## config.mk

```make
export PLATFORM = sky130hd
export DESIGN_NAME = ctrl_pipe_stage
export DESIGN_NICKNAME = d
export VERILOG_FILES = /design/src/rtl/ctrl_pipe_pkg.sv /design/src/rtl/sat_counter.sv /design/src/rtl/ctrl_pipe_stage.sv
export SDC_FILE = /design/constraint.sdc
export NUM_CORES = 1
export LEC_CHECK = 0
export ABC_CLOCK_PERIOD_IN_PS = 2400
export BUFFER_PORTS_ARGS = -buffer_cell sky130_fd_sc_hd__buf_4
export CAP_MARGIN = 20
export CORE_MARGIN = 2
export CORE_UTILIZATION = 55
export DETAILED_ROUTE_END_ITERATION = 7
export GPL_ROUTABILITY_DRIVEN = 0
export PLACE_DENSITY = 0.79
export SETUP_SLACK_MARGIN = 0.5
export SYNTH_ARGS = -nofsm -noshare
export SYNTH_HDL_FRONTEND = slang
export SYNTH_HIERARCHICAL = 1
export SYNTH_SLANG_ARGS = --single-unit
export TNS_END_PERCENT = 5
```

## constraint.sdc

```tcl
create_clock -name clk -period 2.4 [get_ports clk]
set_clock_uncertainty 0.2 [all_clocks]
set_input_delay 0.24 -clock clk [delete_from_list [all_inputs] [get_ports clk]]
set_output_delay 0.24 -clock clk [all_outputs]
set_load 0.1 [all_outputs]
```

## src/rtl/ctrl_pipe_pkg.sv

```systemverilog
// Shared types and bundle layout for the inter-stage control buffers.
// The field offsets describe the current control bundle carried between stages.
package ctrl_pipe_pkg;

    typedef enum logic [1:0] {
        EMPTY = 2'b00,
        ONE   = 2'b01,
        TWO   = 2'b11
    } state_e;

    localparam int CTRL_W = 32;
    localparam logic [CTRL_W-1:0] CTRL_NOP = '0;

    localparam int TYPE_LSB    = 0;
    localparam int TYPE_W      = 6;
    localparam int RD_EN_BIT   = 6;
    localparam int WR_EN_BIT   = 7;
    localparam int WB_SEL_LSB  = 8;
    localparam int WB_SEL_W    = 2;
    localparam int RF_EN_BIT   = 10;
    localparam int BR_TYPE_LSB = 11;
    localparam int BR_TYPE_W   = 3;
    localparam int ALUOP_LSB   = 14;
    localparam int ALUOP_W     = 4;
    localparam int CSR_RD_BIT  = 18;
    localparam int CSR_WR_BIT  = 19;
    localparam int MRET_BIT    = 20;

endpackage

```

## src/rtl/sat_counter.sv

```systemverilog
// Saturating event counter with synchronous clear.
// Clear wins over increment; the count sticks at all-ones.
module sat_counter #(
    parameter int W = 16
) (
    input  logic         clk,
    input  logic         rst,
    input  logic         clr,
    input  logic         inc,
    output logic [W-1:0] count
);

    always_ff @(posedge clk or negedge rst) begin
        if (!rst) begin
            count <= '0;
        end else if (clr) begin
            count <= '0;
        end else if (inc && (count != '1)) begin
            count <= count + W'(1);
        end
    end

endmodule

```

## src/rtl/ctrl_pipe_stage.sv

```systemverilog
// Control bundle buffer between two pipeline stages.
// Two-entry skid buffer with flush-to-NOP and stall/bubble counters.
module ctrl_pipe_stage
    import ctrl_pipe_pkg::*;
#(
    parameter int               WIDTH    = 32,
    parameter logic [WIDTH-1:0] NOP_WORD = WIDTH'(CTRL_NOP),
    parameter int               CNT_W    = 16
) (
    input  logic             clk,
    input  logic             rst,
    input  logic             in_valid,
    output logic             in_ready,
    input  logic [WIDTH-1:0] in_data,
    output logic             out_valid,
    input  logic             out_ready,
    output logic [WIDTH-1:0] out_data,
    input  logic             flush,
    input  logic             cnt_clr,
    output logic [CNT_W-1:0] stall_cnt,
    output logic [CNT_W-1:0] bubble_cnt
);

    state_e           state_q;
    state_e           state_d;
    logic [WIDTH-1:0] main_q;
    logic [WIDTH-1:0] main_d;
    logic [WIDTH-1:0] skid_q;
    logic [WIDTH-1:0] skid_d;
    logic             main_valid;
    logic             skid_valid;
    logic             acc;
    logic             drn;

    assign main_valid = (state_q != EMPTY);
    assign skid_valid = (state_q == TWO);
    assign acc        = in_valid & in_ready;
    assign drn        = out_valid & out_ready;

    always_ff @(posedge clk or negedge rst) begin
        if (!rst) begin
            state_q <= EMPTY;
            main_q  <= NOP_WORD;
            skid_q  <= NOP_WORD;
        end else begin
            state_q <= state_d;
            main_q  <= main_d;
            skid_q  <= skid_d;
        end
    end

    always_comb begin
        state_d = state_q;
        if (flush) begin
            state_d = EMPTY;
        end else begin
            unique case (state_q)
                EMPTY: if (acc) state_d = ONE;
                ONE: begin
                    if (acc && !drn) state_d = TWO;
                    else if (!acc && drn) state_d = EMPTY;
                end
                TWO: if (drn) state_d = ONE;
                default: state_d = EMPTY;
            endcase
        end
    end

    // Data path: main always feeds the output, skid only absorbs overflow.
    always_comb begin
        main_d = main_q;
        skid_d = skid_q;
        if (flush) begin
            main_d = NOP_WORD;
            skid_d = NOP_WORD;
        end else begin
            unique case (state_q)
                EMPTY: if (acc) main_d = in_data;
                ONE: begin
                    if (acc && drn) main_d = in_data;
                    if (acc && !drn) skid_d = in_data;
                end
                TWO: if (drn) main_d = skid_q;
                default: begin
                    main_d = NOP_WORD;
                    skid_d = NOP_WORD;
                end
            endcase
        end
    end

    always_comb begin
        in_ready  = !skid_valid;
        out_valid = main_valid;
        out_data  = main_valid ? main_q : NOP_WORD;
    end

    sat_counter #(.W(CNT_W)) u_stall_cnt (
        .clk   (clk),
        .rst   (rst),
        .clr   (cnt_clr),
        .inc   (out_valid & ~out_ready),
        .count (stall_cnt)
    );

    sat_counter #(.W(CNT_W)) u_bubble_cnt (
        .clk   (clk),
        .rst   (rst),
        .clr   (cnt_clr),
        .inc   (~out_valid & out_ready),
        .count (bubble_cnt)
    );

endmodule
```

# Word level (Yosys, flattened, before mapping)
# Cells that the tools add are included.
[op_classes] n_bitwise=6 muxes=19 n_eq_ne=10 add_sub_neg=2 n_reduce_logical=16
[ops] operator="two-way mux 32 bit" count=7
[ops] operator="case mux 32 bit (3 select lines)" count=1
[ops] operator="two-way mux 16 bit" count=4
[ops] operator="case mux 32 bit (2 select lines)" count=1
[ops] operator="adder 16 x 1 -> 16 bit (second input constant)" count=2
[ops] operator="inequality test 16 bit (second input constant)" count=2
[ops] operator="two-way mux 2 bit" count=5
[ops] operator="inequality test 3 bit (second input constant)" count=3
[ops] operator="case mux 2 bit (3 select lines)" count=1
[ops] operator="AND reduction 3 bit" count=2
[ops] operator="nonzero test 2 bit" count=3
[ops] operator="logical AND 1 bit" count=5
[ops] operator="AND 1 bit" count=4
[ops] operator="inequality test 4 bit (second input constant)" count=1
[ops] operator="logical NOT 1 bit" count=3
[ops] operator="inequality test 3 x 2 -> 1 bit (second input constant)" count=1
[ops] operator="equality test 2 x 1 -> 1 bit (second input constant)" count=1
[ops] operator="equality test 2 bit (second input constant)" count=1
[ops] operator="logical NOT 2 bit" count=1
[ops] operator="inequality test 2 x 1 -> 1 bit (second input constant)" count=1
[ops] operator="inverter 1 bit" count=2
[ops] operator="AND reduction 2 bit" count=1
[ops] operator="OR reduction 2 bit" count=1
[totals] register_bits=98 output_inout_bits=66 input_bits=38 elab_cells=58

# Logic depth before layout (Yosys ltp)
[depth] depth_word=9 ltp_mapped=8 ltp_nobuf=6

# By module
# Netlist, hierarchy kept.
[modules_own_cells] mod="ctrl_pipe_stage" cells_each=362 area_per_inst_um2=3621.0 seq_area_each_um2=1651.6 instances=1
[modules_own_cells] mod="sat_counter" cells_each=98 area_per_inst_um2=942.2 seq_area_each_um2=400.4 instances=2

# Worst setup path before layout
# Ideal clock, no wire load.
[synth_timing] path_kind="register -> output" start="register state_q[0]" end="output out_data[10]" t_required_ps=1960 path_stages_with_launch=5 n_path_buf=1 path_slack_ps=-304 arrival_ps=2264 cell_sequence="dfrtp_1 -> inv_1 -> ha_1 -> clkbuf_1 -> nor2b_1"
[synth_via] elab_chain_len=2
[synth_lines] item="start: declaration" line="ctrl_pipe_stage.sv:24" text="state_e state_q;"
[synth_lines] item="start signal: assignment" line="ctrl_pipe_stage.sv:46" text="state_q <= state_d;"
[synth_lines] item="nonzero test 2 bit" line="ctrl_pipe_stage.sv:35" text="assign main_valid = (state_q != EMPTY);"
[synth_lines] item="two-way mux 32 bit" line="ctrl_pipe_stage.sv:95" text="out_data = main_valid ? main_q : NOP_WORD;"
[synth_lines] item="end: declaration" line="ctrl_pipe_stage.sv:17" text="output logic [WIDTH-1:0] out_data,"
# Every way passes these cells.

# Worst setup path in the final report
[layout_timing] start="register u_bubble_cnt.count[2]" end="register u_bubble_cnt.count[13]"
[layout_via] elab_chain_len=3 elab_cells_between_ends=6 classes_between="1 x add/sub; 1 x eq/ne; 2 x mux; 2 x reduce/logical"
[layout_lines] item="start: declaration" line="sat_counter.sv:10" text="output logic [W-1:0] count"
[layout_lines] item="start signal: assignment" line="sat_counter.sv:19" text="count <= count + W'(1);"
[layout_lines] item="adder 16 x 1 -> 16 bit / inequality test 16 bit (equally long branches)" line="sat_counter.sv:19, sat_counter.sv:18"
[layout_lines] item="two-way mux 16 bit / logical AND 1 bit (equally long branches)" line="sat_counter.sv:18" text="end else if (inc && (count != '1)) begin"
[layout_lines] item="two-way mux 16 bit / nonzero test 2 bit (equally long branches)"
# Parallel ways exist; a longest one is shown, timed or not. The select of a mux whose other input is x is not followed.
# A chain may end at the register's enable or synchronous reset.

==> impl_metrics.json <==
{
  "synth.yosys.warnings": 6,
  "p_int_mw": 3.71,
  "synth-edff-count": 0,
  "max-slew-margin-rel": 0.579,
  "fraction_of_the_mapped_netlist_area_in_simple_logic_gates": 0.218,
  "layout.cells.non_filler": 837,
  "netlist.top_cell.by_area": "dfrtp_1",
  "synth_area_sq_um": 5510,
  "hold_viol": 0,
  "die_area_sq_um": 10800,
  "share_of_flip_flops_with_an_asynchronous_set_or_reset_after_synthesis": 1.00,
  "crit_path_end_kind": "flip-flop",
  "number_of_max_cap_violations": 0,
  "status": "finished, final reports clean",
  "setup-violations-final": 0,
  "synth_top_family_by_area": "simple AND/OR/NAND/NOR gates",
  "syn_nets": 603,
  "wl_met3_um": 1280,
  "clock_insertion_delay_worst_skew_ps": 380,
  "postSynthRegisterBits": 98,
  "grt_first_pass_wirelength_um": 25200,
  "fin_area_sq_um": 7500,
  "core_region_area_sq_um": 9730,
  "routed-wl-met2_um": 8050,
  "total_switching_power_mw": 3.16,
  "floorplan.die.width_um": 104,
  "path_class": "reg2reg",
  "synth.mux.area_fraction": 0.102,
  "drcViolationCount": 0,
  "num_antenna_cells": 0,
  "overflow_left_after_global_routing": 0,
  "maxUsedRoutingLayer": "met4",
  "die_h_um": 104,
  "htree_num_levels": 3,
  "cts_tree": "yes",
  "hold_path_depth": 4,
  "port_buffers": 103,
  "clkTransAtPathRegs_ps": 110,
  "synth_xor_xnor_area_share": 0,
  "layout_min_cycle_time_ps": 2210,
  "clkSinkCount": 98,
  "first_global_vias": 5045,
  "synth-compound-area-share": 0.169,
  "post_dp_cell_area_sq_um": 6580,
  "clock_path_buffers": 2,
  "clock_share_of_power": 0.169,
  "via_count": 5281,
  "final.period_utilization": 0.922,
  "yosys-top-cells-area": "dfrtp_1, mux2_4, nand4_1",
  "detail_route.wirelength_um": 16100,
  "dp.cells": 770,
  "power_frac_comb": 0.531,
  "holdCritPathClass": "in2reg",
  "worstPathMaxFanout": 8,
  "cts-root-buf": "clkbuf_8",
  "drt_first_iter_violations": 525,
  "pwr-share-seq": 0.300,
  "power.switching_fraction": 0.460,
  "maximum_number_of_pins_on_one_net_before_global_route_repair": 48,
  "max_freq_ghz": 0.452,
  "drtAntennaViolNets": 0,
  "initial_core_util": 0.566,
  "detail_route.first_pass.iterations": 5,
  "area.growth.synth_to_final_pct": 36.2,
  "dominantRegCellSynth": "dfrtp_1",
  "critPathLaunchType": "flip-flop",
  "finish.net_count": 744,
  "tritoncts.num_buffers": 9,
  "antenna_found_initial": 0,
  "synth_cell_type_count": 44,
  "io_pins": 104,
  "synth_fa_ha_area_frac": 0.0159,
  "reg2reg_depth": 4,
  "p_leak_nw": 3.33,
  "timing_worst_slew_pin_value_ps": 632,
  "required_ps": 2470,
  "cp.arrival_ps": 2280,
  "route.detailed.vias_per_inst": 6.31,
  "fin_setup_tns_ps": 0,
  "synth_cells": 558,
  "floorplan.rows": 36,
  "post_route_cells_drive_above_1_share": 0.420,
  "synth.avg_cell_area_sq_um": 9.87,
  "drt-wirelength-per-cell_um": 19.3,
  "portion_of_the_post_synthesis_area_used_by_sequential_elements": 0.445,
  "yosysTopAreaCellShare": 0.445,
  "peak_supply_drop_uv": 639,
  "half_perimeter_wire_length_after_detailed_placement_um": 9500,
  "timing_max_transition_violations_final": 0,
  "route.layer.met1.wl_um": 6440,
  "grt_setup_unrepaired": "yes",
  "grt.total_usage": 0.283,
  "power_per_cell_area_nw_per_um2": 916
}
cells in the mapped netlist (2+ instances only):
cell type	count
o211ai_2	2
and2b_1	2
nor4_1	8
nand4_2	2
buf_2	5
o21ai_1	6
nor4_4	2
or3_2	2
and4_2	4
and3_1	4
nand3b_1	2
nor2_1	42
o31ai_1	15
and2_1	3
o21bai_1	2
mux2_1	8
ha_1	7
nor3_1	2
o21ai_0	34
nand4_1	44
or4_2	4
inv_1	11
a21oi_1	54
buf_6	5
a22oi_1	33
or3_1	4
nor2b_1	40
mux2_2	2
or4_1	10
dfrtp_1	98
nand2_1	14
clkbuf_1	39
mux2_4	30
nand3_1	6
or2_2	2
a211oi_2	2
kinds of logic after synthesis:
kind of cell,Yosys count
and+or+nand+nor,200
buffers and inverters,61
AOI/OAI and AO/OA,152
adders and majority gates,7
DFF,98
muxes,40
worst paths after layout:
check                                                        from                            endpoint  slack, ps
worst max-delay path            u_bubble_cnt/count[2]$_DFFE_PN0P_  u_bubble_cnt/count[13]$_DFFE_PN0P_        190
worst min register to register             main_q[30]$_DFFE_PN0P_              main_q[30]$_DFFE_PN0P_        310
min in group asynchronous                                     rst    u_stall_cnt/count[8]$_DFFE_PN0P_        210
worst min-delay path                                     in_valid              state_q[0]$_DFFE_PN0P_        100
worst max register to register  u_bubble_cnt/count[2]$_DFFE_PN0P_  u_bubble_cnt/count[13]$_DFFE_PN0P_        190
max in group asynchronous                                     rst   u_bubble_cnt/count[4]$_DFFE_PN0P_       1040
through the flow:
| stage | total power [mW] | setup WS, ps | hold slack [ps] | utilization |
|---|---|---|---|---|
| 2_1_floorplan | 4.53 | 14.9 | -256 | - |
| 3_3_place_gp | 5.21 | 212 | 89.2 | 0.676 |
| 3_5_place_dp | 5.26 | 108 | 97.0 | 0.676 |
| 4_1_cts | 6.64 | 254 | 84.7 | 0.754 |
| 5_1_grt | 7.14 | 136 | 96.6 | 0.771 |
| 6_report | 6.87 | 187 | 104 | 0.771 |
area by class of cell:
cell class,instances,area (sq um)
clock buffers,10,138
clock inverters,6,73.8
fillers,640,2230
inverters,11,51.3
multi-input cells,399,3000
flip-flops and latches,98,2490
well taps,133,166
repair buffers,180,1590
critical path: stages (launching register included):
cell and delay [ps]:
dfrtp_2 450, and4_2 250, nand4_1 300, nor4_1 520
mux2_1 380
cell usage in the layout, fill, tap and decap left out, types with 7 or more instances in the layout:
cell type / n
a21oi_1: 51
a22oi_1: 33
buf_4: 130
buf_6: 7
clkbuf_8: 10
dfrtp_1: 70
dfrtp_2: 28
dlygate4sd3_1: 33
mux2_1: 7
mux2_4: 33
nand2_1: 13
nand4_1: 44
nor2_1: 42
nor2b_1: 10
nor2b_2: 25
o21ai_0: 34
o31ai_1: 15
or4_1: 9
layer usage:
| metal | track usage | vias to the layer above |
|---|---|---|
| met3 | 0.0583 | 45 |
| met4 | 0.0830 | 0 |
| li1 | - | 2342 |
| met5 | 0 | - |
| met1 | 0.376 | 2587 |
| met2 | 0.469 | 307 |
registers in the layout, summed over array words and instances, names as in the netlist:
register,flops
main_q,32
skid_q,32
u_bubble_cnt/count,16
u_stall_cnt/count,16
state_q,2
timing repair:
action,in CTS,in global routing
hold buffers,33,0
buffers inserted,12,3
pin swaps,4,8
gates resized for setup,35,20
setup endpoints to repair,132,131
gates cloned,0,3
hold endpoints to repair,76,0
power by group through the flow:
stage | Clock (mW) | Combinational (mW) | Sequential, mW
floorplan | 0 | 2.40 | 2.13
global placement | 0 | 3.13 | 2.07
detailed placement | 0 | 3.18 | 2.08
CTS | 1.16 | 3.42 | 2.05
global route | 1.24 | 3.80 | 2.09
finish | 1.16 | 3.65 | 2.06
Note: power is estimated with default switching activity, not from simulation.
